`src/rtl/picosoc_gpio_if.sv`:
```
// Native PicoRV32 iomem bus bundle used between the SoC fabric and the GPIO block.
interface picosoc_gpio_if;
    logic        iomem_valid;
    logic        iomem_ready;
    logic [3:0]  iomem_wstrb;
    logic [31:0] iomem_addr;
    logic [31:0] iomem_wdata;
    logic [31:0] iomem_rdata;

    modport master (
        output iomem_valid,
        output iomem_wstrb,
        output iomem_addr,
        output iomem_wdata,
        input  iomem_ready,
        input  iomem_rdata
    );

    modport slave (
        input  iomem_valid,
        input  iomem_wstrb,
        input  iomem_addr,
        input  iomem_wdata,
        output iomem_ready,
        output iomem_rdata
    );
endinterface

```
`src/rtl/picosoc_gpio.sv`:
```
// Memory-mapped GPIO for PicoSoC: output/enable registers, atomic set/clear/toggle,
// synchronised inputs and edge-triggered sticky interrupt status.
module picosoc_gpio #(
    parameter int unsigned WIDTH       = 8,
    parameter logic [7:0]  BASE_ADDR   = 8'h03,
    parameter int unsigned SYNC_STAGES = 2
) (
    input  logic              clk,
    input  logic              resetn,
    picosoc_gpio_if.slave     bus,
    input  logic [WIDTH-1:0]  gpio_in,
    output logic [WIDTH-1:0]  gpio_out,
    output logic [WIDTH-1:0]  gpio_oe,
    output logic              irq
);

    localparam logic [5:0] OffOut    = 6'h00;
    localparam logic [5:0] OffOe     = 6'h01;
    localparam logic [5:0] OffIn     = 6'h02;
    localparam logic [5:0] OffSet    = 6'h03;
    localparam logic [5:0] OffClr    = 6'h04;
    localparam logic [5:0] OffTgl    = 6'h05;
    localparam logic [5:0] OffRise   = 6'h06;
    localparam logic [5:0] OffFall   = 6'h07;
    localparam logic [5:0] OffStatus = 6'h08;

    logic [WIDTH-1:0] out_q, out_d;
    logic [WIDTH-1:0] oe_q, oe_d;
    logic [WIDTH-1:0] rise_en_q, rise_en_d;
    logic [WIDTH-1:0] fall_en_q, fall_en_d;
    logic [WIDTH-1:0] status_q, status_d;
    logic [WIDTH-1:0] prev_q;
    logic [WIDTH-1:0] sync_q [SYNC_STAGES];
    logic             ready_q, ready_d;
    logic [31:0]      rdata_q, rdata_d;

    logic             sel;
    logic             is_wr;
    logic [5:0]       reg_off;
    logic [31:0]      lane_mask;
    logic [WIDTH-1:0] wmask;
    logic [WIDTH-1:0] wd;
    logic [WIDTH-1:0] sync_last;
    logic [WIDTH-1:0] events;
    logic [WIDTH-1:0] clr;
    logic [31:0]      rd_val;
    logic             unused_bus;

    // ready_q blocks re-selection so a held valid yields exactly one pulse.
    assign sel     = bus.iomem_valid & ~ready_q & (bus.iomem_addr[31:24] == BASE_ADDR);
    assign is_wr   = |bus.iomem_wstrb;
    assign reg_off = bus.iomem_addr[7:2];

    assign lane_mask = {{8{bus.iomem_wstrb[3]}}, {8{bus.iomem_wstrb[2]}},
                        {8{bus.iomem_wstrb[1]}}, {8{bus.iomem_wstrb[0]}}};
    assign wmask     = lane_mask[WIDTH-1:0];
    assign wd        = bus.iomem_wdata[WIDTH-1:0] & wmask;

    assign sync_last = sync_q[SYNC_STAGES-1];
    assign events    = (sync_last & ~prev_q & rise_en_q) | (~sync_last & prev_q & fall_en_q);

    assign unused_bus = ^{bus.iomem_addr, bus.iomem_wdata, lane_mask};

    always_comb begin
        out_d     = out_q;
        oe_d      = oe_q;
        rise_en_d = rise_en_q;
        fall_en_d = fall_en_q;
        clr       = '0;
        if (sel && is_wr) begin
            case (reg_off)
                OffOut:    out_d     = (out_q & ~wmask) | wd;
                OffOe:     oe_d      = (oe_q & ~wmask) | wd;
                OffSet:    out_d     = out_q | wd;
                OffClr:    out_d     = out_q & ~wd;
                OffTgl:    out_d     = out_q ^ wd;
                OffRise:   rise_en_d = (rise_en_q & ~wmask) | wd;
                OffFall:   fall_en_d = (fall_en_q & ~wmask) | wd;
                OffStatus: clr       = wd;
                default:   ;
            endcase
        end
        // New events override a coincident W1C.
        status_d = (status_q & ~clr) | events;
    end

    always_comb begin
        rd_val = '0;
        case (reg_off)
            OffOut:    rd_val[WIDTH-1:0] = out_q;
            OffOe:     rd_val[WIDTH-1:0] = oe_q;
            OffIn:     rd_val[WIDTH-1:0] = sync_last;
            OffRise:   rd_val[WIDTH-1:0] = rise_en_q;
            OffFall:   rd_val[WIDTH-1:0] = fall_en_q;
            OffStatus: rd_val[WIDTH-1:0] = status_q;
            default:   ;
        endcase
        ready_d = sel;
        rdata_d = (sel && !is_wr) ? rd_val : '0;
    end

    always_ff @(posedge clk) begin
        if (!resetn) begin
            out_q     <= '0;
            oe_q      <= '0;
            rise_en_q <= '0;
            fall_en_q <= '0;
            status_q  <= '0;
            prev_q    <= '0;
            ready_q   <= 1'b0;
            rdata_q   <= '0;
            for (int i = 0; i < SYNC_STAGES; i++) begin
                sync_q[i] <= '0;
            end
        end else begin
            out_q     <= out_d;
            oe_q      <= oe_d;
            rise_en_q <= rise_en_d;
            fall_en_q <= fall_en_d;
            status_q  <= status_d;
            prev_q    <= sync_last;
            ready_q   <= ready_d;
            rdata_q   <= rdata_d;
            sync_q[0] <= gpio_in;
            for (int i = 1; i < SYNC_STAGES; i++) begin
                sync_q[i] <= sync_q[i-1];
            end
        end
    end

    assign bus.iomem_ready = ready_q;
    assign bus.iomem_rdata = rdata_q;
    assign gpio_out        = out_q;
    assign gpio_oe         = oe_q;
    assign irq             = |status_q;

endmodule

```
`src/flat_wrapper.sv`:
```
// flat-port wrapper written by rule: the top's interface ports become plain ports
module picosoc_gpio_flat 
#(
    parameter int unsigned WIDTH       = 8,
    parameter logic [7:0]  BASE_ADDR   = 8'h03,
    parameter int unsigned SYNC_STAGES = 2
)
  (clk, resetn, gpio_in, gpio_out, gpio_oe, irq, bus_iomem_valid, bus_iomem_wstrb, bus_iomem_addr, bus_iomem_wdata, bus_iomem_ready, bus_iomem_rdata);
  picosoc_gpio_if bus_i ();
  input  logic clk;
  input  logic resetn;
  input  logic [WIDTH-1:0] gpio_in;
  output logic [WIDTH-1:0] gpio_out;
  output logic [WIDTH-1:0] gpio_oe;
  output logic irq;
  input wire logic [$bits(bus_i.iomem_valid)-1:0] bus_iomem_valid;
  input wire logic [$bits(bus_i.iomem_wstrb)-1:0] bus_iomem_wstrb;
  input wire logic [$bits(bus_i.iomem_addr)-1:0] bus_iomem_addr;
  input wire logic [$bits(bus_i.iomem_wdata)-1:0] bus_iomem_wdata;
  output wire logic [$bits(bus_i.iomem_ready)-1:0] bus_iomem_ready;
  output wire logic [$bits(bus_i.iomem_rdata)-1:0] bus_iomem_rdata;
  assign bus_i.iomem_valid = bus_iomem_valid;
  assign bus_i.iomem_wstrb = bus_iomem_wstrb;
  assign bus_i.iomem_addr = bus_iomem_addr;
  assign bus_i.iomem_wdata = bus_iomem_wdata;
  assign bus_iomem_ready = bus_i.iomem_ready;
  assign bus_iomem_rdata = bus_i.iomem_rdata;
  picosoc_gpio #(.WIDTH(WIDTH), .BASE_ADDR(BASE_ADDR), .SYNC_STAGES(SYNC_STAGES)) u_core (.clk(clk), .resetn(resetn), .bus(bus_i), .gpio_in(gpio_in), .gpio_out(gpio_out), .gpio_oe(gpio_oe), .irq(irq));
endmodule
```
`config.mk`:
```
export PLATFORM = sky130hd
export DESIGN_NAME = picosoc_gpio_flat
export DESIGN_NICKNAME = d
export VERILOG_FILES = /design/src/rtl/picosoc_gpio_if.sv /design/src/rtl/picosoc_gpio.sv /design/src/flat_wrapper.sv
export SDC_FILE = /design/constraint.sdc
export NUM_CORES = 1
export LEC_CHECK = 0
export CORE_UTILIZATION = 45
export DETAILED_ROUTE_END_ITERATION = 7
export MAX_ROUTING_LAYER = met4
export PLACE_DENSITY = 0.8
export SYNTH_ARGS = -nofsm -noshare
export SYNTH_HDL_FRONTEND = slang
export SYNTH_SLANG_ARGS = --single-unit
export TNS_END_PERCENT = 100
```
`constraint.sdc`:
```
create_clock -name clk -period 2.9 [get_ports clk]
set_input_delay 0.58 -clock clk [delete_from_list [all_inputs] [get_ports clk]]
set_output_delay 0.58 -clock clk [all_outputs]
set_load 0.05 [all_outputs]
```
# After elaboration in Yosys (flattened, before gate mapping)
# Memory sizes are Yosys's and may differ from the RTL's.
# Index checks and enable logic that the tools add are counted.
[classes]
eq_ne = 9
bitwise_logic = 29
muxes = 8
reduce_logical = 12
[op_table]
columns = ["op", "count"]
rows = [
  ["$and A8 B8 Y8", 11],
  ["$or A8 B8 Y8", 7],
  ["$pmux W8 S6", 1],
  ["$not A8 Y8", 5],
  ["$mux W8", 4],
  ["$pmux W8 S4", 1],
  ["$eq A6 B3 Y1 const B", 4],
  ["$eq A6 B2 Y1 const B", 2],
  ["$reduce_and A2 Y1", 5],
  ["$eq A8 B2 Y1 const B", 1],
  ["$reduce_or A8 Y1", 1],
  ["$xor A8 B8 Y8", 1],
  ["$eq A6 B1 Y1 const B", 1],
  ["$eq A6 B4 Y1 const B", 1],
  ["$logic_not A6 Y1", 1],
  ["$reduce_bool A4 Y1", 1],
  ["$reduce_or A4 Y1", 1],
  ["$and A1 B1 Y1", 2],
  ["$logic_and A1 B1 Y1", 2],
  ["$mux W1", 2],
  ["$or A1 B1 Y1", 2],
  ["$logic_not A1 Y1", 1],
  ["$not A1 Y1", 1],
]
[word_totals]
inputBits = 79
output_inout_bits = 50
mem_bits_rw = 16
elab_cells = 68
ff_bits = 81
memories = 1
[mem_list]
columns = ["name", "words", "width", "rd", "rd_ports_with_merged_regs", "wr", "line", "text"]
rows = [
  ["u_core.sync_q", 2, 8, 2, 0, 2, "picosoc_gpio.sv:33", "logic [WIDTH-1:0] sync_q [SYNC_STAGES];"],
]

# Longest topological paths before layout
# Gate-level depths: netlist (run 1).
[logic_depth]
word_depth = 8
ltp_mapped = 8
depth_no_buf = 6

# Least setup slack after synthesis (run 1)
# Ideal clock, no wire load.
[synth_timing]
kind = "input-to-reg"
startpoint = "input bus_iomem_addr[27]"
endpoint = "register with a tool-made name"
path_slack_ns = 0.312
n_path_buf = 2
setup_time_ns = 0.119
stages = 6
required_time_ns = 2.781
arrival_ns = 2.469
cell_sequence = "or4_4 or4_1 clkbuf_2 or4_4 buf_6 mux2i_1"
[synth_rtl]
columns = ["item", "line", "text"]
rows = [
  ["start, declared", "flat_wrapper.sv:18", "input wire logic [$bits(bus_i.iomem_addr)-1:0] bus_iomem_addr;"],
]

# Worst setup path after layout (run 1)
[layout_timing]
startpoint = "register u_core.status_q[6]"
endpoint = "output irq"
[layout_between]
elab_chain_cells = 1
[layout_rtl]
columns = ["item", "line", "text"]
rows = [
  ["start, declared", "picosoc_gpio.sv:31", "logic [WIDTH-1:0] status_q, status_d;"],
  ["start signal, assigned", "picosoc_gpio.sv:120", "status_q <= status_d;"],
  ["$reduce_or A8 Y1", "picosoc_gpio.sv:135", "assign irq = |status_q;"],
  ["end, declared", "flat_wrapper.sv:15", "output logic irq;"],
]
# No other way between the ends.

==> results.py, run 1 <==
metrics = {
    "floorplan": {
        "core_area_sq_um": 7730,
        "fp.dieArea_sq_um": 8330,
        "initial_core_util_pct": 46.4,
        "fp.dieH_microns": 91.3,
        "die_w_microns": 91.3,
        "rows": 32,
        "io_pins": 129,
    },
    "yosys": {
        "synth_edf_count": 0,
        "synth_warnings": 0,
        "synthMuxAreaShare_pct": 6.98,
        "syn_inst": 400,
        "yosys.area.top_type": "dfxtp_1",
        "synth.distinct_cells": 41,
        "synthXorXnorAreaFrac_pct": 0.244,
        "synth_area_per_cell_sq_um": 8.97,
        "ys_ff_latch": 73,
        "syn_area_sq_um": 3590,
        "synth_top_area_share_pct": 40.7,
        "synthAdderAreaFrac_pct": 2.79,
        "synth_area_leaders": "dfxtp_1 41%, and2_1 5.2%, buf_4 5.0%, mux2i_1 4.5%, a21oi_1 3.3%",
        "synth_compound_area_share_pct": 17.9,
        "ys.flop_type": "dfxtp_1",
        "synth-simple-area-share_pct": 23.0,
        "synth_top_family_by_area": "simple AND/OR/NAND/NOR gates",
        "synthArstFlopShare_pct": 0,
        "synth.most_common_cell": "dfxtp_1",
        "netlist_top_cells_count": "73 x dfxtp_1, 30 x and2_1, 27 x nand2_1",
        "yosysSeqAreaShare_pct": 40.7,
    },
    "timing": {
        "rsz0062_at_grt": "false",
        "finalHoldViolCount": 0,
        "slew_viol_final": 0,
        "max_freq_ghz": 0.381,
        "tightest_slew_ns": 0.863,
        "setup-violations-final": 0,
        "fin_crit_ns": 2.62,
        "clock_skew_ns": 0.00891,
        "max_slew_margin_pct": 42.2,
        "final.period_utilization_pct": 90.5,
        "whs_ns": 0.437,
    },
    "worst_setup_path": {
        "path_buf_inv": 1,
        "crit_family": "buffers and inverters",
        "rr_worst_depth": 4,
        "start_kind": "flop",
        "critPathKind": "reg -> out",
        "arrival_ns": 2.04,
        "worstPathRequired_ns": 2.32,
        "critical_path.max_fanout": 3,
        "crit_chain": "nor4_1, nand2_1, clkdlybuf4s50_1",
        "path_depth": 3,
        "slowest_stage": "clkdlybuf4s50_1",
        "slowest_delay_ns": 0.73,
        "end_kind": "output pin",
    },
    "drt": {
        "antenna_left": 0,
        "num_vias": 3427,
        "drt_first_pass_iters": 6,
        "finalWirelength_mm": 10.3,
        "drc": 0,
        "viasPerCell": 5.95,
        "routedWlPerCell_microns": 17.9,
        "drtIter0Drc": 302,
    },
    "global_routing": {
        "track_usage_pct": 26.1,
        "grt_pass1_vias": 3235,
        "antenna_found_initial": 0,
        "overflow": 0,
        "grt_start_max_net_pins": 40,
        "grt_pass1_wl_mm": 16.2,
    },
    "power": {
        "max-vdd-ir-drop_mv": 0.301,
        "p_int_mw": 1.61,
        "clockPowerShare_pct": 41.8,
        "powerDensity_nw_per_um2": 482,
        "p_sw_share_pct": 26.2,
        "comb_power_share_pct": 11.4,
        "p_seq_share_pct": 46.8,
        "power_mw": 2.18,
        "power.leakage_nw": 1.65,
        "switchingPower_uw": 573,
    },
    "final_layout": {
        "synthToLayoutAreaGrowth_pct": 26.4,
        "nets": 556,
        "diodes": 0,
        "drive_above_1_share_pct": 10.8,
    },
    "placed_design": {
        "place.gp.congestion": 0.904,
        "hpwl_mm": 6.93,
        "portBuffers": 62,
    },
    "cts": {
        "cts_resized": 0,
        "root_buffer": "clkbuf_8",
        "htreeDepth": 3,
        "clk_pin_slew_worst_paths_ns": 0.08,
        "post-cts-setup-buffer-count": 0,
        "cts_hold_buf": 0,
        "cts.path.max_buffers": 2,
        "clock_sinks": 73,
        "cts_tree": "yes",
        "numCtsBuffers": 9,
        "clock_latency_ns": 0.36,
    },
    "status": {
        "outcome": "completed",
    },
    "worst_hold_path": {
        "hold_class": "reg -> reg",
        "hold_depth": 1,
    },
    "job": {
        "max_cap_violations": 0,
    },
}
==> final cells by class <==
type	count	area (sq um)
Sequential cell	73	1460
Clock buffer	10	138
Multi-Input combinational cell	297	1920
Inverter	5	18.8
Timing Repair Buffer	83	778
Clock inverter	6	90.1
Fill cell	662	3190
Tap cell	102	128
==> worst paths after layout <==
kind | startpoint | endpoint | slack [ns]
worst max register to register | u_core.bus.iomem_ready$_SDFF_PN0_ | flop | 1.01
worst max-delay path | u_core.status_q[6]$_SDFF_PN0_ | irq | 0.28
worst min register to register | u_core.sync_q[0][1]$_SDFF_PN0_ | u_core.sync_q[0][9]$_SDFF_PN0_ | 0.44
worst min-delay path | u_core.sync_q[0][1]$_SDFF_PN0_ | u_core.sync_q[0][9]$_SDFF_PN0_ | 0.44
==> cell usage in the layout, fill, tap and decap left out, drive strengths merged, types with 9 or more instances in the layout <==
| cell type | Yosys | layout |
|---|---|---|
| a21oi | 24 | 24 |
| a31oi | 9 | 9 |
| and2 | 30 | 30 |
| buf | 28 | 21 |
| clkbuf | 20 | 10 |
| clkdlybuf4s50 | 0 | 62 |
| conb | 1 | 24 |
| dfxtp | 73 | 73 |
| mux2i | 16 | 16 |
| nand2 | 27 | 27 |
| nand3 | 10 | 10 |
| nand3b | 14 | 14 |
| nand4 | 16 | 16 |
| nor2 | 14 | 14 |
| o21ai | 23 | 23 |
| o2bb2ai | 9 | 9 |
| o31ai | 9 | 9 |
==> kinds of logic after synthesis <==
kind of cell,after synthesis
compound gates,98
xor+xnor,1
fa+ha+maj,8
buf+inv,53
flops,73
mux,24
other cells,1
simple gates,142
==> metal layers <==
metal  GRT usage (%)  vias to the layer above  share of wire, %  wire [microns]
met5               -                        -                 0               0
met4            13.6                        0               3.2             334
met3            6.11                       36               9.2             945
met2            40.7                      212                46            4730
met1            31.4                     1610                42            4300
li1                -                     1569                 -               -
==> metrics by stage <==
stage | setup TNS (ns) | setup WS (ns) | instance area [sq um] | util [%] | instances
finish | 0 | 0.275 | 4530 | 58.7 | 576
detailed placement | -0.646 | -0.0891 | 4310 | 55.7 | 560
global route | 0 | 0.252 | 4530 | 58.7 | 576
CTS | 0 | 0.284 | 4530 | 58.7 | 576
floorplan | 0 | 0.312 | 3670 | - | 423
global placement | -0.438 | -0.0550 | 4310 | 55.7 | 560
==> power groups by stage <==
| stage | clock network (mW) | registers (mW) | logic (mW) |
|---|---|---|---|
| finish | 0.913 | 1.02 | 0.249 |
| global route | 0.962 | 1.02 | 0.263 |
| CTS | 0.922 | 1.02 | 0.245 |
| detailed placement | 0 | 1.04 | 0.244 |
| global placement | 0 | 1.04 | 0.241 |
| floorplan | 0 | 1.04 | 0.173 |
Power figures use the tool's default switching activity.
==> inputs of run 2 (changes only) <==
--- a/config.mk
+++ b/config.mk
@@ -9,6 +9,7 @@
 export DETAILED_ROUTE_END_ITERATION = 7
 export MAX_ROUTING_LAYER = met4
 export PLACE_DENSITY = 0.8
+export SLEW_MARGIN = 10
 export SYNTH_ARGS = -nofsm -noshare
 export SYNTH_HDL_FRONTEND = slang
 export SYNTH_SLANG_ARGS = --single-unit
==> results of run 2 <==
Same layout as run 1: the final DEF is identical, and so are final timing and power.
==> inputs of run 3 (changes only) <==
--- a/config.mk
+++ b/config.mk
@@ -13,4 +13,3 @@
 export SYNTH_ARGS = -nofsm -noshare
 export SYNTH_HDL_FRONTEND = slang
 export SYNTH_SLANG_ARGS = --single-unit
-export TNS_END_PERCENT = 100
==> results of run 3 <==
Same layout as run 1: the final DEF is identical, and so are final timing and power.
